## config.mk

```make
export PLATFORM = sky130hd
export DESIGN_NAME = pam4_tx_channel_flat
export DESIGN_NICKNAME = d
export VERILOG_FILES = /design/src/rtl/pam4_tx_channel_if.sv /design/src/rtl/pam4_tx_channel.sv /design/src/flat_wrapper.sv
export SDC_FILE = /design/constraint.sdc
export NUM_CORES = 2
export LEC_CHECK = 0
export BUFFER_PORTS_ARGS = -buffer_cell sky130_fd_sc_hd__buf_2
export CORE_MARGIN = 1.5
export CORE_UTILIZATION = 32
export CTS_CLUSTER_DIAMETER = 30
export DETAILED_ROUTE_END_ITERATION = 10
export SLEW_MARGIN = 15
export SYNTH_ARGS = -nofsm -noshare
export SYNTH_HDL_FRONTEND = slang
export SYNTH_SLANG_ARGS = --single-unit
export TNS_END_PERCENT = 50
```

## constraint.sdc

```tcl
create_clock -name clk -period 9.22 [get_ports clk]
set_input_delay 1.383 -clock clk [delete_from_list [all_inputs] [get_ports clk]]
set_output_delay 1.383 -clock clk [all_outputs]
set_load 0.005 [all_outputs]
```

## src/rtl/pam4_tx_channel_if.sv

```systemverilog
// Bus bundle for the PAM4 transmit channel model: tap loading, symbol input
// and ISI sample output. The master side is the stimulus/host.
interface pam4_tx_channel_if #(
    parameter int R = 8
);
    logic                 load_mem;
    logic [7:0]           location;
    logic [4*R-1:0]       mem_data;
    logic                 done_load;
    logic [1:0]           symbol_in;
    logic                 symbol_in_valid;
    logic                 symbol_in_ready;
    logic signed [R-1:0]  signal_out;
    logic                 signal_out_valid;

    modport master (
        output load_mem, location, mem_data, symbol_in, symbol_in_valid,
        input  done_load, symbol_in_ready, signal_out, signal_out_valid
    );

    modport slave (
        input  load_mem, location, mem_data, symbol_in, symbol_in_valid,
        output done_load, symbol_in_ready, signal_out, signal_out_valid
    );
endinterface

```

## src/rtl/pam4_tx_channel.sv

```systemverilog
// PAM4 transmit channel: Gray-coded symbols are mapped to levels, run through
// an L-tap FIR (taps m*2^-y) in a two-stage pipeline and saturated to R bits.
module pam4_tx_channel #(
    parameter int PULSE_RESPONSE_LENGTH = 5,
    parameter int SIGNAL_RESOLUTION     = 8,
    parameter int SYMBOL_SEPERATION     = 56
) (
    input  logic               clk,
    input  logic               rstn,
    pam4_tx_channel_if.slave   bus
);
    localparam int L  = PULSE_RESPONSE_LENGTH;
    localparam int R  = SIGNAL_RESOLUTION;
    localparam int S  = SYMBOL_SEPERATION;
    localparam int HW = $clog2(3 * S / 2 + 1) + 1;
    localparam int TW = HW + 2 * R;
    localparam int SW = TW + $clog2(L) + 1;

    localparam logic signed [HW-1:0] LVL_HI  = HW'(3 * S / 2);
    localparam logic signed [HW-1:0] LVL_LO  = HW'(S / 2);
    localparam logic signed [SW-1:0] SAT_MAX = (SW'(1) <<< (R - 1)) - SW'(1);
    localparam logic signed [SW-1:0] SAT_MIN = ~SAT_MAX;

    typedef enum logic [1:0] {
        ST_LOAD = 2'd0,
        ST_RUN  = 2'd1,
        ST_HOLD = 2'd2
    } state_t;

    function automatic logic signed [HW-1:0] level_of(input logic [1:0] sym);
        case (sym)
            2'b00:   level_of = -LVL_HI;
            2'b01:   level_of = -LVL_LO;
            2'b11:   level_of = LVL_LO;
            2'b10:   level_of = LVL_HI;
            default: level_of = '0;
        endcase
    endfunction

    // Floor-rounded scaling falls out of the arithmetic right shift.
    function automatic logic signed [TW-1:0] tap_term(input logic signed [HW-1:0] h,
                                                      input logic [4*R-1:0]       c);
        logic signed [2*R-1:0] m;
        logic signed [TW-1:0]  p;
        m = c[4*R-1:2*R];
        p = TW'(h) * TW'(m);
        return p >>> c[2*R-1:0];
    endfunction

    logic [4*R-1:0]        coef_q    [L];
    logic [4*R-1:0]        coef_d    [L];
    logic [L-1:0]          written_q, written_d;
    logic                  done_q, done_d;
    state_t                state_q, state_d;
    logic                  ready_q, ready_d;
    logic signed [HW-1:0]  hist_q    [L];
    logic signed [HW-1:0]  hist_d    [L];
    logic signed [TW-1:0]  term_q    [L];
    logic signed [TW-1:0]  term_d    [L];
    logic                  v1_q, v1_d;
    logic signed [R-1:0]   out_q, out_d;
    logic                  vout_q, vout_d;
    logic                  accept_s;
    logic signed [SW-1:0]  sum_s;

    // Tap writes: in-range locations update the tap and its written bit.
    always_comb begin
        coef_d    = coef_q;
        written_d = written_q;
        for (int k = 0; k < L; k++) begin
            if (bus.load_mem && (bus.location == 8'(k))) begin
                coef_d[k]    = bus.mem_data;
                written_d[k] = 1'b1;
            end else begin
                coef_d[k]    = coef_q[k];
                written_d[k] = written_q[k];
            end
        end
    end

    // Mode control; ready is precomputed from the next state so it stays a flop.
    always_comb begin
        state_d = state_q;
        done_d  = done_q;
        case (state_q)
            ST_LOAD: begin
                if (&written_q) begin
                    state_d = bus.load_mem ? ST_HOLD : ST_RUN;
                    done_d  = 1'b1;
                end else begin
                    state_d = ST_LOAD;
                    done_d  = 1'b0;
                end
            end
            ST_RUN:  state_d = bus.load_mem ? ST_HOLD : ST_RUN;
            ST_HOLD: state_d = bus.load_mem ? ST_HOLD : ST_RUN;
            default: begin
                state_d = ST_LOAD;
                done_d  = 1'b0;
            end
        endcase
        ready_d = (state_d == ST_RUN);
    end

    // History shift and stage-1 products use the post-shift history.
    always_comb begin
        accept_s = bus.symbol_in_valid & ready_q;
        hist_d   = hist_q;
        term_d   = term_q;
        if (accept_s) begin
            hist_d[0] = level_of(bus.symbol_in);
            for (int k = 1; k < L; k++) begin
                hist_d[k] = hist_q[k-1];
            end
            for (int k = 0; k < L; k++) begin
                term_d[k] = tap_term(hist_d[k], coef_q[k]);
            end
        end else begin
            hist_d = hist_q;
            term_d = term_q;
        end
        v1_d = accept_s;
    end

    // Stage 2: full-width sum, saturation, output hold between strobes.
    always_comb begin
        sum_s = '0;
        for (int k = 0; k < L; k++) begin
            sum_s = sum_s + SW'(term_q[k]);
        end
        if (!v1_q) begin
            out_d = out_q;
        end else if (sum_s > SAT_MAX) begin
            out_d = SAT_MAX[R-1:0];
        end else if (sum_s < SAT_MIN) begin
            out_d = SAT_MIN[R-1:0];
        end else begin
            out_d = sum_s[R-1:0];
        end
        vout_d = v1_q;
    end

    // Tap storage is intentionally not reset; written_q gates its use.
    always_ff @(posedge clk) begin
        coef_q <= coef_d;
    end

    // Control, history and pipeline state with synchronous active-low reset.
    always_ff @(posedge clk) begin
        if (!rstn) begin
            state_q   <= ST_LOAD;
            done_q    <= 1'b0;
            ready_q   <= 1'b0;
            written_q <= '0;
            hist_q    <= '{default: '0};
            term_q    <= '{default: '0};
            v1_q      <= 1'b0;
            out_q     <= '0;
            vout_q    <= 1'b0;
        end else begin
            state_q   <= state_d;
            done_q    <= done_d;
            ready_q   <= ready_d;
            written_q <= written_d;
            hist_q    <= hist_d;
            term_q    <= term_d;
            v1_q      <= v1_d;
            out_q     <= out_d;
            vout_q    <= vout_d;
        end
    end

    assign bus.done_load        = done_q;
    assign bus.symbol_in_ready  = ready_q;
    assign bus.signal_out       = out_q;
    assign bus.signal_out_valid = vout_q;
endmodule
```

## src/flat_wrapper.sv

```systemverilog
// flat-port wrapper written by rule: the top's interface ports become plain ports
module pam4_tx_channel_flat 
#(
    parameter int PULSE_RESPONSE_LENGTH = 5,
    parameter int SIGNAL_RESOLUTION     = 8,
    parameter int SYMBOL_SEPERATION     = 56
)
  (clk, rstn, bus_load_mem, bus_location, bus_mem_data, bus_symbol_in, bus_symbol_in_valid, bus_done_load, bus_symbol_in_ready, bus_signal_out, bus_signal_out_valid);
  pam4_tx_channel_if bus_i ();
  input  logic clk;
  input  logic rstn;
  input wire logic [$bits(bus_i.load_mem)-1:0] bus_load_mem;
  input wire logic [$bits(bus_i.location)-1:0] bus_location;
  input wire logic [$bits(bus_i.mem_data)-1:0] bus_mem_data;
  input wire logic [$bits(bus_i.symbol_in)-1:0] bus_symbol_in;
  input wire logic [$bits(bus_i.symbol_in_valid)-1:0] bus_symbol_in_valid;
  output wire logic [$bits(bus_i.done_load)-1:0] bus_done_load;
  output wire logic [$bits(bus_i.symbol_in_ready)-1:0] bus_symbol_in_ready;
  output wire logic [$bits(bus_i.signal_out)-1:0] bus_signal_out;
  output wire logic [$bits(bus_i.signal_out_valid)-1:0] bus_signal_out_valid;
  assign bus_i.load_mem = bus_load_mem;
  assign bus_i.location = bus_location;
  assign bus_i.mem_data = bus_mem_data;
  assign bus_i.symbol_in = bus_symbol_in;
  assign bus_i.symbol_in_valid = bus_symbol_in_valid;
  assign bus_done_load = bus_i.done_load;
  assign bus_symbol_in_ready = bus_i.symbol_in_ready;
  assign bus_signal_out = bus_i.signal_out;
  assign bus_signal_out_valid = bus_i.signal_out_valid;
  pam4_tx_channel #(.PULSE_RESPONSE_LENGTH(PULSE_RESPONSE_LENGTH), .SIGNAL_RESOLUTION(SIGNAL_RESOLUTION), .SYMBOL_SEPERATION(SYMBOL_SEPERATION)) u_core (.clk(clk), .rstn(rstn), .bus(bus_i));
endmodule
```

# After elaboration in Yosys (flattened, before gate mapping)
# Cells that the tools add are included.
[word_totals]
input_bits = 46
regBits = 331
out_inout_bits = 11
[op_classes]
shift = 5
bitwise_logic = 1
n_addsub = 4
reduce_logical = 10
multipliers = 5
n_lt_le_gt_ge = 2
eq_ne = 10
mux = 9
[ops]
columns = ["operator", "count"]
rows = [
  ["$mul A8 B16 Y24", 5],
  ["$sshr A24 B16 Y24", 5],
  ["$add A28 B24 Y28", 2],
  ["$pmux W8 S4", 1],
  ["$gt A28 B8 Y1 const B", 1],
  ["$lt A28 B8 Y1 const B", 1],
  ["$add A25 B24 Y26", 1],
  ["$add A24 B24 Y25", 1],
  ["$mux W8", 3],
  ["$eq A8 B2 Y1 const B", 2],
  ["$eq A8 B1 Y1 const B", 1],
  ["$eq A8 B3 Y1 const B", 1],
  ["$logic_not A8 Y1", 1],
  ["$eq A2 B1 Y1 const B", 3],
  ["$eq A2 B2 Y1 const B", 3],
  ["$logic_and A1 B1 Y1", 5],
  ["$reduce_and A5 Y1", 1],
  ["$logic_not A2 Y1", 2],
  ["$mux W2", 2],
  ["$pmux W2 S2", 1],
  ["$pmux W1 S2", 1],
  ["$reduce_or A2 Y1", 1],
  ["$and A1 B1 Y1", 1],
  ["$mux W1", 1],
]

# Logic depth before layout (Yosys ltp)
[depth]
word_depth = 7
depth_mapped = 30
depth_no_buf = 29

# Least setup slack after synthesis
# OpenSTA, ideal clock, no wires.
[synth_timing]
path_kind = "in2reg"
startpoint = "input port bus_symbol_in[0]"
endpoint = "register u_core.term_q[98] (netlist bit)"
setup_time_ns = 0.091
t_required_ns = 9.129
path_stages = 24
path_slack_ns = 2.284
arrival_ns = 6.845
cell_sequence = "inv_1 ha_1 or2_2 clkbuf_1 buf_1 nand2_1 fa_1 fa_1 fa_1 inv_1 ha_1 ha_1 clkbuf_1 a21o_1 a21o_1 o21ai_0 a311oi_1 or3_1 and2_1 clkbuf_1 a31oi_1 clkbuf_1 o221ai_1 a311oi_1"
[synth_between]
elab_chain_cells = 5
elab_cells_between_ends = 8
[synth_lines]
columns = ["element", "line", "text"]
rows = [
  ["start, declared", "flat_wrapper.sv:15", "input wire logic [$bits(bus_i.symbol_in)-1:0] bus_symbol_in;"],
  ["$eq A2 B2 Y1 (tied with other cells)", "pam4_tx_channel.sv:31", "case (sym)"],
  ["$pmux W8 S4 (*)", "pam4_tx_channel.sv:31", ""],
  ["$mux W8 (*)", "pam4_tx_channel.sv:110", "if (accept_s) begin"],
  ["$mul A8 B16 Y24 (*)", "pam4_tx_channel.sv:46", "p = TW'(h) * TW'(m);"],
  ["$sshr A24 B16 Y24 (*)", "pam4_tx_channel.sv:47", "return p >>> c[2*R-1:0];"],
  ["end signal, assigned", "pam4_tx_channel.sv:166", "term_q <= term_d;"],
  ["end, declared", "pam4_tx_channel.sv:58", "logic signed [TW-1:0] term_q [L];"],
]
# Mark *: on every way between the ends. The rest lies on a longest branch, timed or not. The select of a mux whose other input is x is not followed.
# A chain may end at the register's enable or synchronous reset.

# Final worst setup path
[layout_timing]
startpoint = "input port bus_symbol_in[0]"
endpoint = "register u_core.term_q[100] (netlist bit)"
# Same word-level chain as after synthesis.

==> impl_metrics.sql <==
INSERT INTO impl_metrics (metric_group, metric, value, unit) VALUES
('global_route', 'use_met3', '0.02692', ''),
('route', 'post_drt_via_cell_ratio', '5.419', ''),
('layout', 'area.growth.synth_to_final', '11.81', '%'),
('route', 'number_of_detailed_route_iterations_in_the_first_pass', '6', ''),
('placed_design', 'pre_cts_ws', '1.315', 'ns'),
('placed_design', 'port-buffer-count', '56', ''),
('pwr', 'power_switching', '1600', 'uW'),
('yosys', 'ys_seq_elements', '319', ''),
('clocking', 'cts_buffers', '81', ''),
('yosys', 'synthesized_cell_area', '38770', 'sq um'),
('clocking', 'postCtsSetupBuffers', '0', ''),
('route', 'ant_nets', '0', ''),
('floorplan', 'floorplan.io_pins', '57', ''),
('yosys', 'async_flop_share', '0', ''),
('clocking', 'tritoncts_clock_tree', 'built', ''),
('placed_design', 'placed_cells', '6012', ''),
('worst_setup_path', 'worst_ep_required_time', '9.73', 'ns'),
('worst_setup_path', 'timing.reg2reg.worst_path_depth', '26', ''),
('layout', 'fin_nets', '5175', ''),
('sta', 'grt_setup_unrepaired', 'false', ''),
('sta', 'final_period_minus_worst_setup_slack', '7.379', 'ns'),
('sta', 'finalSetupViolCount', '0', ''),
('yosys', 'synth_top_cell_by_area', 'sky130_fd_sc_hd__fa_1', ''),
('yosys', 'seq_area_frac_synth', '0.2060', ''),
('worst_setup_path', 'setup.reg_to_reg.worst_slack', '2.13', 'ns'),
('status', 'run_status', 'complete, no violations', ''),
('pwr', 'sequentialPowerShare', '0.283', ''),
('floorplan', 'core-area', '120000', 'sq um'),
('sta', 'final.setup_skew', '0.05469', 'ns'),
('sta', 'final-max-slew-violation-count', '0', ''),
('floorplan', 'die_height', '351.1', 'um'),
('hold_path', 'hold_path_startpoint', 'u_core.term_q[17]', ''),
('sta', 'maxClockFrequency', '135.5', 'MHz'),
('route', 'first_iter_violations', '3109', ''),
('yosys', 'yosys.area.top_type_share', '0.1967', ''),
('hold_path', 'min_delay_path_depth', '2', ''),
('pwr', 'power.leakage', '0.01804', 'uW'),
('worst_setup_path', 'timing_worst_setup_path_type', 'in2reg', ''),
('worst_setup_path', 'reg2reg_to', 'u_core.bus.signal_out[6]', ''),
('clocking', 'post_cts_hold_buffer_count', '0', ''),
('global_route', 'globalRouteTotalUtil', '0.1858', ''),
('yosys', 'syn-num-nets', '5236', ''),
('yosys', 'dominant_cells_by_area_after_synthesis', 'sky130_fd_sc_hd__fa_1 20%, sky130_fd_sc_hd__edfxtp_1 12%, sky130_fd_sc_hd__ha_1 8.6%', ''),
('sta', 'worst_slew_margin_rel', '0.3071', ''),
('hold_path', 'worst_hold_path.endpoint', 'u_core.term_q[17]', ''),
('layout', 'finalNonFillerCells', '6164', ''),
('worst_setup_path', 'crit-reg2reg-launch', 'u_core.term_q[73]', ''),
('hold_path', 'worst_hold_path_type', 'reg2reg', ''),
('placed_design', 'place.gp.congestion', '0.9313', ''),
('yosys', 'synth_warnings', '0', ''),
('global_route', 'grt_pass1_vias', '32728', ''),
('clocking', 'cts_htree_levels', '3', ''),
('floorplan', 'floorplan.rows', '127', ''),
('route', 'detail_route.wl_per_cell', '18.62', 'um'),
('clocking', 'clk_pin_slew_worst_paths', '0.05', 'ns'),
('clocking', 'cts-root-buf', 'sky130_fd_sc_hd__clkbuf_16', ''),
('route', 'wl', '114800', 'um'),
('worst_setup_path', 'worst-path-max-fanout', '24', ''),
('pwr', 'pwr-share-clk', '0.555', ''),
('global_route', 'busiest_layer', 'met2', ''),
('floorplan', 'floorplan.initialDensity', '0.3232', ''),
('clocking', 'cts-root-to-sink-buffers', '3', ''),
('pwr', 'cellInternalPower', '3691', 'uW'),
('yosys', 'post_synth_num_cell_types', '98', ''),
('floorplan', 'dieWidth', '351.1', 'um'),
('sta', 'setup_tns', '0', 'ns'),
('placed_design', 'dpl.hpwl', '88810', 'um'),
('worst_setup_path', 'crit_path_start_kind', 'primary input', ''),
('run', 'cap_violations', '0', ''),
('sta', 'finalHoldViolCount', '0', ''),
('clocking', 'clkLatencyLatePin', '0.67', 'ns');
-- per-stage QoR --
stage | total power, uW | util | hold WS, ns
after detailed placement | 2375 | 0.3374 | 0.4345
final | 5292 | 0.3614 | 0.4478
after global placement | 2370 | 0.3374 | 0.4313
after floorplan | 2140 | - | 0.4156
after global routing | 5508 | 0.3614 | 0.4660
after CTS | 5336 | 0.3613 | 0.4479
-- final cells by class --
type | count | area, sq um
antenna | 1 | 2.502
inverter | 480 | 1802
tap | 1612 | 2017
multi-input combinational | 3507 | 28100
fill | 12203 | 76620
timing repair buffer | 94 | 565.5
clock buffer | 94 | 2157
clock inverter | 57 | 719.4
sequential | 319 | 7989
-- cell usage in the layout (no fill, tap or decap), types with 36 or more instances in the layout --
cell type / Yosys / final
sky130_fd_sc_hd__a211oi_1: 78 / 78
sky130_fd_sc_hd__a21o_1: 52 / 52
sky130_fd_sc_hd__a21oi_1: 262 / 262
sky130_fd_sc_hd__a31oi_1: 53 / 53
sky130_fd_sc_hd__and2_1: 129 / 128
sky130_fd_sc_hd__buf_2: 11 / 56
sky130_fd_sc_hd__buf_4: 0 / 38
sky130_fd_sc_hd__clkbuf_16: 0 / 82
sky130_fd_sc_hd__dfxtp_1: 159 / 158
sky130_fd_sc_hd__edfxtp_1: 160 / 160
sky130_fd_sc_hd__fa_1: 381 / 381
sky130_fd_sc_hd__ha_1: 265 / 265
sky130_fd_sc_hd__inv_1: 469 / 468
sky130_fd_sc_hd__mux2i_1: 76 / 76
sky130_fd_sc_hd__nand2_1: 551 / 550
sky130_fd_sc_hd__nand2b_1: 106 / 106
sky130_fd_sc_hd__nand3_1: 100 / 100
sky130_fd_sc_hd__nor2_1: 296 / 295
sky130_fd_sc_hd__nor3_1: 113 / 111
sky130_fd_sc_hd__o211ai_1: 53 / 53
sky130_fd_sc_hd__o21a_1: 37 / 37
sky130_fd_sc_hd__o21ai_0: 214 / 214
sky130_fd_sc_hd__or3_1: 36 / 36
sky130_fd_sc_hd__xnor2_1: 57 / 57
sky130_fd_sc_hd__xor2_1: 46 / 46
-- state kept, by name (all words and copies together), names as in the netlist --
register / flops
u_core.bus.symbol_in_ready: 1
u_core.term_q: 120
u_core.bus.signal_out: 8
u_core.hist_q: 20
u_core.state_q: 2
u_core.written_q: 5
u_core.bus.done_load: 1
u_core.coef_q: 160
u_core.v1_q: 1
u_core.bus.signal_out_valid: 1
-- worst max-delay path by stage --
stage                 startpoint                 end  cells after the start
2_1_floorplan   bus_symbol_in[0]   u_core.term_q[98]                     24
3_3_place_gp    bus_symbol_in[0]  u_core.term_q[101]                     21
3_5_place_dp    bus_symbol_in[0]  u_core.term_q[101]                     21
4_1_cts        u_core.hist_q[21]   u_core.term_q[41]                     17
5_1_grt         bus_symbol_in[0]   u_core.term_q[98]                     22
6_report        bus_symbol_in[0]  u_core.term_q[100]                     22
-- worst max-delay path: stages --
cell and delay (ns):
sky130_fd_sc_hd__buf_2 0.12, sky130_fd_sc_hd__inv_1 0.07, sky130_fd_sc_hd__ha_1 0.81, sky130_fd_sc_hd__buf_4 0.31, sky130_fd_sc_hd__nor2b_1 0.08, sky130_fd_sc_hd__fa_1 0.51
sky130_fd_sc_hd__inv_1 0.06, sky130_fd_sc_hd__fa_1 0.49, sky130_fd_sc_hd__fa_1 0.49, sky130_fd_sc_hd__inv_1 0.04, sky130_fd_sc_hd__ha_1 0.26, sky130_fd_sc_hd__ha_1 0.33
sky130_fd_sc_hd__a21oi_1 0.36, sky130_fd_sc_hd__a21oi_1 0.15, sky130_fd_sc_hd__o21ai_0 0.26, sky130_fd_sc_hd__a311oi_1 0.16, sky130_fd_sc_hd__o21ai_0 0.41, sky130_fd_sc_hd__nand2_1 0.44
sky130_fd_sc_hd__a21oi_1 0.55, sky130_fd_sc_hd__nand2_1 0.15, sky130_fd_sc_hd__a211oi_1 0.33, sky130_fd_sc_hd__nor3_1 0.11
-- power by group through the flow --
stage                     Sequential, uW  Combinational [uW]  Clock [uW]
after floorplan                     1520                 620           0
after global placement              1520                 848           0
after detailed placement            1520                 854           0
after CTS                           1490                 860        2980
after global routing                1490                 960        3050
final                               1500                 859        2940
-- metal layers --
| layer | vias to the layer above | part of all wire |
|---|---|---|
| met5 | - | 0.00011 |
| met4 | 2 | 0.029 |
| met3 | 161 | 0.059 |
| met2 | 996 | 0.45 |
| met1 | 16392 | 0.46 |
| li1 | 15851 | - |
-- cell families (layout without fill, tap and decap cells) --
family,after synthesis,after routing,synth area share
mux,117,117,0.03511
simple gates,1549,1549,0.1918
fa+ha+maj,646,646,0.2822
buf+inv,718,725,0.07025
other cells,0,1,0
compound gates,1086,1086,0.1879
flops,319,319,0.2060
xor+xnor,109,109,0.02675
(Power assumes the default switching activity.)
